--- config.mk ---
export PLATFORM = sky130hd
export DESIGN_NAME = seven_seg_scan_ctrl
export DESIGN_NICKNAME = d
export VERILOG_FILES = /design/src/rtl/seven_seg_scan_ctrl.sv
export SDC_FILE = /design/constraint.sdc
export NUM_CORES = 1
export LEC_CHECK = 0
export CAP_MARGIN = 20
export CORE_UTILIZATION = 50
export CTS_CLUSTER_SIZE = 8
export DETAILED_ROUTE_END_ITERATION = 6
export PLACE_DENSITY_LB_ADDON = 0.12
export SETUP_SLACK_MARGIN = 0.15
export SYNTH_ARGS = -nofsm -noshare
export SYNTH_HDL_FRONTEND = slang
export SYNTH_SLANG_ARGS = --single-unit
--- constraint.sdc ---
create_clock -name clk -period 2.35 [get_ports clk]
set_clock_uncertainty 0.15 [all_clocks]
set_input_delay 0.47 -clock clk [delete_from_list [all_inputs] [get_ports clk]]
set_output_delay 0.47 -clock clk [all_outputs]
set_load 0.01 [all_outputs]
--- src/rtl/seven_seg_scan_ctrl.sv ---
// seven_seg_scan_ctrl
// Time-multiplexes a 4-digit BCD value onto a registered seven-segment
// decoder input and drives the active-low anodes one cycle later, so the
// anodes line up with the decoder's registered output.
// Optional feature macro: SSEG_LZ_BLANK_EN enables leading-zero suppression
// on digits 3..1 (digit 0 is always shown).
//
// Handshake: load is a request that is accepted on a rising edge only while
// ready=1. An accepted value is parked in pend, and ready drops the next
// cycle. A load while ready=0 is dropped silently. The parked value moves to
// the displayed register at the next frame boundary (last cycle of digit 3),
// and ready returns high the cycle after that transfer.
module seven_seg_scan_ctrl #(
    parameter int DIV = 100000
) (
    input  logic        clk,
    input  logic        rst_n,
    input  logic        load,
    input  logic [15:0] bcd_in,
    output logic        ready,
    output logic [3:0]  bcd_seg,
    output logic [3:0]  an
);

    localparam int CW = (DIV > 1) ? $clog2(DIV) : 1;

    logic [CW-1:0] cnt;
    logic [1:0]    dig;
    logic [15:0]   active;
    logic [15:0]   pend;
    logic          pend_v;

    logic          tick;
    logic          boundary;
    logic          accept;
    logic          xfer;
    logic [1:0]    dig_nxt;
    logic [15:0]   active_nxt;
    logic [3:0]    seg_nxt;

    // Select the nibble for digit d, blanking leading zeros when enabled.
    function automatic logic [3:0] pick_nibble(input logic [15:0] v, input logic [1:0] d);
        logic [3:0] n;
        logic       blank;
        n     = v[{d, 2'b00} +: 4];
        blank = 1'b0;
`ifdef SSEG_LZ_BLANK_EN
        case (d)
            2'd3:    blank = (v[15:12] == 4'h0);
            2'd2:    blank = (v[15:8]  == 8'h00);
            2'd1:    blank = (v[15:4]  == 12'h000);
            default: blank = 1'b0;
        endcase
`endif
        return blank ? 4'hF : n;
    endfunction

    // Slot timing, handshake decisions and the next value to present.
    always_comb begin
        tick       = (cnt == CW'(DIV - 1));
        boundary   = tick && (dig == 2'd3);
        accept     = load && ready;
        xfer       = boundary && pend_v;
        dig_nxt    = tick ? dig + 2'd1 : dig;
        active_nxt = xfer ? pend : active;
        seg_nxt    = pick_nibble(active_nxt, dig_nxt);
    end

    // Prescaler and digit index.
    always_ff @(posedge clk or negedge rst_n) begin
        if (!rst_n) begin
            cnt <= '0;
            dig <= 2'd0;
        end else begin
            cnt <= tick ? '0 : cnt + 1'b1;
            dig <= dig_nxt;
        end
    end

    // Pending buffer, displayed value and ready flag.
    always_ff @(posedge clk or negedge rst_n) begin
        if (!rst_n) begin
            active <= 16'h0000;
            pend   <= 16'h0000;
            pend_v <= 1'b0;
            ready  <= 1'b1;
        end else begin
            active <= active_nxt;
            if (xfer) begin
                pend_v <= 1'b0;
                ready  <= 1'b1;
            end else if (accept) begin
                pend   <= bcd_in;
                pend_v <= 1'b1;
                ready  <= 1'b0;
            end
        end
    end

    // Decoder input now; anode for the digit presented last cycle.
    always_ff @(posedge clk or negedge rst_n) begin
        if (!rst_n) begin
            bcd_seg <= 4'h0;
            an      <= 4'b1111;
        end else begin
            bcd_seg <= seg_nxt;
            an      <= ~(4'b0001 << dig);
        end
    end

endmodule

==> results of run 1 <==
==> report_power, final <==
group	total, mW	internal (mW)	switching (mW)
Combinational	0.107	0.0712	0.0355
Clock	1.06	0.652	0.406
Sequential	1.11	1.08	0.0237
==> Yosys cell counts (2+ instances only) <==
master,n
a21oi_1,2
and3_1,5
buf_6,2
dfrtp_1,56
dfstp_2,5
ha_1,5
inv_1,9
mux2_2,24
mux2_4,6
nand2_1,11
nand3_1,10
nor2_1,14
nor3_1,6
nor3_2,2
o21ai_0,2
o22ai_1,3
xnor2_1,8
xor2_1,7
==> cell families (layout without fill, tap and decap cells) <==
group | Yosys count | in the layout | synth area share [%]
AOI/OAI and AO/OA | 8 | 8 | 2.00
DFF | 61 | 61 | 59.9
and+or+nand+nor | 60 | 60 | 13.4
xor gates and xnor gates | 15 | 15 | 5.13
muxes | 31 | 31 | 14.5
buffers and inverters | 13 | 83 | 2.64
adders and majority gates | 5 | 5 | 2.44
==> per-layer routing <==
layer	vias up	global-route usage, %
li1	791	-
met1	852	29.6
met2	41	32.9
met3	7	8.64
met4	0	9.19
met5	-	0
==> worst paths after layout <==
kind,start,to,slack (ns),cells after the start
hold / removal,active[8],active[8],0.33,2
max in group asynchronous,rst_n,an[3],0.96,3
setup / recovery,cnt[8],bcd_seg[0],-0.07,8
hold reg to reg,active[8],active[8],0.33,2
min in group asynchronous,rst_n,cnt[9],0.46,2
setup reg to reg,cnt[8],bcd_seg[0],-0.07,8
==> metrics by stage <==
stage	hold slack (ns)	utilization [%]	instance area, um^2	setup WS, ns	TNS (ns)
2_1_floorplan	0.0244	-	2590	-0.0873	-1.09
3_3_place_gp	0.293	64.2	3090	-0.169	-0.630
3_5_place_dp	0.303	64.2	3090	-0.189	-1.20
4_1_cts	0.333	73.0	3520	-0.0484	-0.191
5_1_grt	0.366	73.6	3540	-0.126	-1.16
6_report	0.331	73.6	3540	-0.0665	-0.228
==> state kept, by name (all words and copies together) (netlist names) <==
name and cells:
active 16, an 4, bcd_seg 4, cnt 17, dig 2, pend 16, pend_v 1, ready 1
==> area by class of cell <==
class,instances,area (um^2)
Timing Repair Buffer,57,562
Tap cell,67,83.8
Multi-Input combinational cell,119,1100
Inverter,10,40.0
Clock inverter,4,70.1
Sequential cell,61,1530
Clock buffer,12,155
Fill cell,335,1270
==> what timing repair did <==
action                                 4_1_cts  5_1_grt
pin swaps                                    2        2
gates cloned                                 1        0
endpoints found under the hold margin       19        0
buffers inserted                             3        2
hold buffers                                 1        0
setup endpoints to repair                   33       34
resized for setup                           27        4
==> critical path: stages (launching register included) <==
cell,delay (ns)
dfrtp_1,0.39
or4b_4,0.56
nor4_4,0.21
buf_4,0.19
nand3_4,0.13
buf_6,0.17
mux2_4,0.32
nor3_4,0.12
nor3_2,0.07
==> results.cfg, run 1 <==
[clocking]
clk_latency_ns = 0.34
numClockSinks = 61
path_clk_slew_ns = 0.07
cts_max_level = 3
cts_root_buf = clkbuf_8
cts_buffers = 9
cts_tree = done
clockBufferDepth = 2

[detailed_routing]
drt_iter0_drc = 65
dr_wl_met3_um = 225
firstDrtPassIters = 4
wl_met1_mm = 2.44
wl_per_cell_um = 15.7
dr_wl_met2_mm = 2.43
ant_nets = 0
top_layer_used = met4
drc = 0
vias_per_cell = 5.12
drt_wl_total_mm = 5.18
vias = 1691

[global_routing]
antenna_found_initial = 0
grt_first_pass_wirelength_mm = 8.43
overflow = 0
grt_pass1_vias = 1732
grt_start_max_net_pins = 43
grtUsageTotal_pct = 22.3

[floorplan]
fp.coreArea_um2 = 4820
io_pins = 28
die_area_um2 = 5410
die_h_um = 73.6
die-width_um = 73.6
row_count = 25
initial_core_util_pct = 53.1

[worst_setup_path]
start_kind = flip-flop
crit_type = reg2reg
crit_fanout = 5
critPathCaptureType = flip-flop
cp.arrival_ns = 2.50
cp.required_ns = 2.43

[placed_design]
gp_congestion = 0.775
io_buffer_count = 27
dp_cells = 307
hpwl_mm = 3.35

[cells_and_area]
final_nets = 282
antenna_cells = 0
layout-drive-gt1-share_pct = 38.8
mostFrequentLayoutCells = dfrtp_1 (56), clkdlybuf4s50_1 (26), mux2_4 (22), buf_4 (22), nor2_1 (12)
syn2layout_area_growth_pct = 38.4
final_cell_count_no_fill = 330
final_common_cell = dfrtp_1

[sta]
drv_slew = 0
fmax_ghz = 0.414
tightest_slew_ns = 0.467
layout_setup_ws_ns = -0.0665
fin_crit_ns = 2.42
min_period_over_period_pct = 103
slew_headroom_pct = 68.9
setup_viol = 10
final_hold_viol_count = 0
rsz0062_at_grt = yes

[yosys]
synthArstFlopShare_pct = 100
synth_edf_count = 0
syn_avg_cell_area_um2 = 13.3
yosys.area.top_type = dfrtp_1
ys_warn_count = 0
synth_area_leaders = dfrtp_1 (55%), mux2_2 (11%), dfstp_2 (5.1%)
ys.flop_type = dfrtp_1
ys_seq_area_share_pct = 59.9
syn-num-nets = 217
ys_types = 34
synth_top_area_share_pct = 54.7
syn-cell-area_um2 = 2560
ys_seq_elements = 61
synthCells = 193

[pwr]
cellPowerDensity_nw_per_um2 = 641
power_mw = 2.27
worst_ir_drop_vdd_mv = 0.425
leakage_nw = 1.75

[hold_path]
worstHoldPathType = reg2reg

[job]
maxCapViolCount = 0

[status]
status = finished, violations left
violations = setup timing
Power figures use the tool's default switching activity.
==> run 2, diff against run 1 <==
--- a/constraint.sdc
+++ b/constraint.sdc
@@ -3,3 +3,3 @@
 set_input_delay 0.47 -clock clk [delete_from_list [all_inputs] [get_ports clk]]
 set_output_delay 0.47 -clock clk [all_outputs]
-set_load 0.01 [all_outputs]
+set_load 0.02 [all_outputs]
==> results.cfg, run 2 (synthesis gave the netlist of run 1 again) <==
[status]
status = finished, violations left
violations = setup timing

[sta]
layout_setup_ws_ns = -0.0665
hold_slack_ns = 0.331
setup_viol = 10
min_period_over_period_pct = 103
fin_crit_ns = 2.42
slew_headroom_pct = 68.9
final_hold_viol_count = 0
fmax_ghz = 0.414
rsz0062_at_grt = yes
tightest_slew_ns = 0.467
fin_setup_tns_ns = -0.229
drv_slew = 0

[pwr]
worst_ir_drop_vdd_mv = 0.425
switching_power_mw = 0.465
power.internal_mw = 1.81
leakage_nw = 1.77
combinationalPowerShare_pct = 4.7
clockPowerShare_pct = 46.5
power_mw = 2.27
p_sw_share_pct = 20.5
p_seq_share_pct = 48.8
cellPowerDensity_nw_per_um2 = 641

[hold_path]
whs_path_depth = 2
worstHoldPathType = reg2reg
hold_start = active[8]
hold_path_end = active[8]

[floorplan]
initial_core_util_pct = 53.1
row_count = 25
die-width_um = 73.6
die_h_um = 73.6
io_pins = 28
fp.coreArea_um2 = 4820
die_area_um2 = 5410

[detailed_routing]
drt_wl_total_mm = 5.18
drt_iter0_drc = 65
firstDrtPassIters = 4
wl_per_cell_um = 15.7
vias = 1691
vias_per_cell = 5.12
drc = 0
ant_nets = 0

[clocking]
clockBufferDepth = 2
path_clk_slew_ns = 0.07
numClockSinks = 61
clk_latency_ns = 0.34
cts_buffers = 9
cts_tree = done
cts_max_level = 3
cts_root_buf = clkbuf_8

[global_routing]
grt_pass1_vias = 1732
grt_start_max_net_pins = 43
grt_first_pass_wirelength_mm = 8.43
antenna_found_initial = 0
grtUsageTotal_pct = 22.3
overflow = 0

[worst_setup_path]
cp.arrival_ns = 2.50
start_kind = flip-flop
r2r_end = bcd_seg[0]
crit_fanout = 5
crit_type = reg2reg
ff2ff_path_depth = 8
cp.required_ns = 2.43
worst-r2r-setup-slack_ns = -0.07
reg2reg_from = cnt[8]
critPathCaptureType = flip-flop

[cells_and_area]
largest-register = cnt
mostFrequentLayoutCells = dfrtp_1 (56), clkdlybuf4s50_1 (25), mux2_4 (22), buf_4 (22), nor2_1 (12)
syn2layout_area_growth_pct = 38.5
final_nets = 282
final_common_cell = dfrtp_1
largest_register_ffs = 17
antenna_cells = 0
top_regs = cnt x17, active x16, pend x16
layout-drive-gt1-share_pct = 38.8
fin_area_um2 = 3550

[placed_design]
io_buffer_count = 27
postPlaceCellArea_um2 = 3090
gp_congestion = 0.775
place_ws_ns = -0.189
hpwl_mm = 3.35

[job]
maxCapViolCount = 0
[run 2: cell count changes in the layout (fill, tap and decap cells not counted)]
cell / delta
clkdlybuf4s50_1: -1
dlymetal6s2s_1: +1
[run 2: power by group through the flow]
stage               Sequential (mW)  Clock [mW]  Combinational (mW)
floorplan                      1.11           0              0.0315
global placement               1.12           0              0.0852
finish                         1.11        1.06               0.107
CTS                            1.11        1.07               0.109
detailed placement             1.12           0              0.0894
global route                   1.11        1.12               0.117
[run 2: layer usage]
metal | routed length, um | part of all wire (%) | up-vias | global-route usage (%)
met1 | 2450 | 47 | 852 | 29.6
met2 | 2430 | 47 | 41 | 32.9
met5 | 0 | 0 | - | 0
met3 | 223 | 4.3 | 7 | 8.64
li1 | - | - | 791 | -
met4 | 76 | 1.5 | 0 | 9.19
[run 2: through the flow]
stage / utilization (%) / cells
3_3_place_gp: 64.2 / 307
6_report: 73.6 / 330
2_1_floorplan: - / 193
3_5_place_dp: 64.2 / 307
4_1_cts: 73.0 / 328
5_1_grt: 73.6 / 330
[run 2: final cells by class]
cell class | instances | area [um^2]
Inverter | 10 | 40.0
Fill cell | 335 | 1270
Clock inverter | 4 | 70.1
Clock buffer | 12 | 155
Sequential cell | 61 | 1530
Timing Repair Buffer | 57 | 564
Multi-Input combinational cell | 119 | 1100
Tap cell | 67 | 83.8
[run 2: timing repair]
action,CTS,global route
buffers inserted,3,2
gates cloned,1,0
pin swaps,2,2
resized for setup,27,5
setup endpoints to repair,33,35
hold buffers,1,0
hold endpoints to repair,19,0
[run 2: how the worst max path moves through the flow]
stage | start | to | slack (ns) | depth (start not counted)
after CTS | cnt[6] | bcd_seg[0] | -0.05 | 8
after detailed placement | cnt[14] | bcd_seg[0] | -0.19 | 7
after global routing | cnt[8] | bcd_seg[0] | -0.13 | 8
after global placement | cnt[14] | bcd_seg[0] | -0.17 | 7
final | cnt[8] | bcd_seg[0] | -0.07 | 8
after floorplan | cnt[14] | bcd_seg[0] | -0.09 | 7
[run 2: critical path, cell delays in order, from the launching register on]
cell,delay (ns)
dfrtp_1,0.39
or4b_4,0.56
nor4_4,0.21
buf_4,0.19
nand3_4,0.13
buf_6,0.17
mux2_4,0.32
nor3_4,0.12
nor3_2,0.07
==> run 3, diff against run 2 <==
PLACE_DENSITY = 0.81   (was default)
PLACE_DENSITY_LB_ADDON = default   (was 0.12)
==> results.cfg, run 3 (synthesis gave the netlist of run 1 again) <==
[sta]
fmax_ghz = 0.406
tightest_slew_ns = 0.478
layout_setup_ws_ns = -0.111
drv_slew = 0
slew_headroom_pct = 68.0
final_hold_viol_count = 0
setup_viol = 21
min_period_over_period_pct = 105
fin_crit_ns = 2.46
rsz0062_at_grt = yes
fin_setup_tns_ns = -0.770

[pwr]
combinationalPowerShare_pct = 4.9
switching_power_mw = 0.444
worst_ir_drop_vdd_mv = 0.341
leakage_nw = 1.76
p_seq_share_pct = 51.0
power.internal_mw = 1.73
clockPowerShare_pct = 44.1
p_sw_share_pct = 20.5
cellPowerDensity_nw_per_um2 = 610

[global_routing]
overflow = 0
antenna_found_initial = 0
grt_first_pass_wirelength_mm = 8.45
grt_start_max_net_pins = 62
grtUsageTotal_pct = 22.1
grt_pass1_vias = 1732

[cells_and_area]
layout-drive-gt1-share_pct = 41.1
final_nets = 283
n_fill_cell = 289
final_cell_count_no_fill = 330
largest-register = cnt
final_util_pct = 73.9
antenna_cells = 0
regArea_um2 = 1530
syn2layout_area_growth_pct = 39.1
multiInputGateArea_um2 = 1140
fin_area_um2 = 3560
top_regs = cnt x17, active x16, pend x16
mostFrequentLayoutCells = dfrtp_1 (56), clkdlybuf4s50_1 (25), mux2_4 (22), buf_4 (21)
largest_register_ffs = 17
final_common_cell = dfrtp_1

[clocking]
cts_tree = done
path_clk_slew_ns = 0.06
clk_latency_ns = 0.33
numClockSinks = 61
cts_max_level = 3
cts_buffers = 9
cts_root_buf = clkbuf_8
clockBufferDepth = 2

[detailed_routing]
firstDrtPassIters = 4
drc = 0
wl_per_cell_um = 15.9
vias_per_cell = 5.08
drt_iter0_drc = 66
drt_wl_total_mm = 5.25
vias = 1677
ant_nets = 0

[floorplan]
die_h_um = 73.6
io_pins = 28
initial_core_util_pct = 53.1
die_area_um2 = 5410
row_count = 25
die-width_um = 73.6
fp.coreArea_um2 = 4820

[job]
maxCapViolCount = 0

[placed_design]
gp_congestion = 0.825
dp_cells = 306
postPlaceCellArea_um2 = 3100
io_buffer_count = 27
hpwl_mm = 3.18

[worst_setup_path]
cp.required_ns = 2.45
cp.arrival_ns = 2.56
crit_type = reg2reg
crit_fanout = 7
critPathCaptureType = flip-flop
start_kind = flip-flop

[status]
status = finished, violations left
violations = setup timing

[hold_path]
worstHoldPathType = reg2reg
## run 3: power by group through the flow
stage / Sequential (mW) / Clock, mW / Combinational, mW
floorplan: 1.11 / 0 / 0.0315
global placement: 1.12 / 0 / 0.0861
detailed placement: 1.12 / 0 / 0.0896
CTS: 1.11 / 0.970 / 0.107
global route: 1.11 / 1.01 / 0.118
finish: 1.11 / 0.957 / 0.107
## run 3: final timing paths
| check | startpoint | endpoint | slack [ns] | cells past startpoint |
|---|---|---|---|---|
| worst max-delay path | cnt[12] | bcd_seg[1] | -0.11 | 8 |
| min in group asynchronous | rst_n | cnt[3] | 0.52 | 3 |
| worst min register to register | active[9] | active[9] | 0.31 | 2 |
| max in group asynchronous | rst_n | an[3] | 1.22 | 3 |
| worst min-delay path | active[9] | active[9] | 0.31 | 2 |
| worst max register to register | cnt[12] | bcd_seg[1] | -0.11 | 8 |
## run 3: through the flow
stage / power (mW) / hold slack, ns / worst slack (ns)
floorplan: 1.15 / 0.0244 / -0.0873
global placement: 1.21 / 0.288 / -0.189
detailed placement: 1.21 / 0.296 / -0.292
CTS: 2.18 / 0.317 / -0.0143
global route: 2.24 / 0.370 / -0.227
finish: 2.17 / 0.313 / -0.111
## run 3: routing by layer
metal / up-vias / global-route usage [%] / part of all wire, %
met5: - / 0 / 0
li1: 797 / - / -
met2: 35 / 32.9 / 46
met1: 831 / 29.8 / 48
met4: 0 / 13.5 / 3.0
met3: 14 / 4.39 / 3.1
## run 3: final cells by class
class                      count  area share (%)
clock buffer                  12            4.64
tap                           67            2.36
timing repair buffer          57            15.4
inverter                      10            1.20
multi-input combinational    120            32.2
sequential                    61            43.1
clock inverter                 3            1.23
## run 3: timing repair
action	in CTS	in global routing
resized for setup	33	9
hold buffers	1	0
buffers inserted	5	2
endpoints found under the setup margin	30	36
gates cloned	1	0
pin swaps	4	3
endpoints found under the hold margin	53	0
## run 3: critical path, cell delays in order, from the launching register on
cell and delay [ns]:
dfrtp_1 0.38, or4b_4 0.55, nor4_4 0.24, buf_6 0.18, mux2i_4 0.33, clkinv_4 0.17
nand2_4 0.13, o22ai_2 0.10, nor3_2 0.16
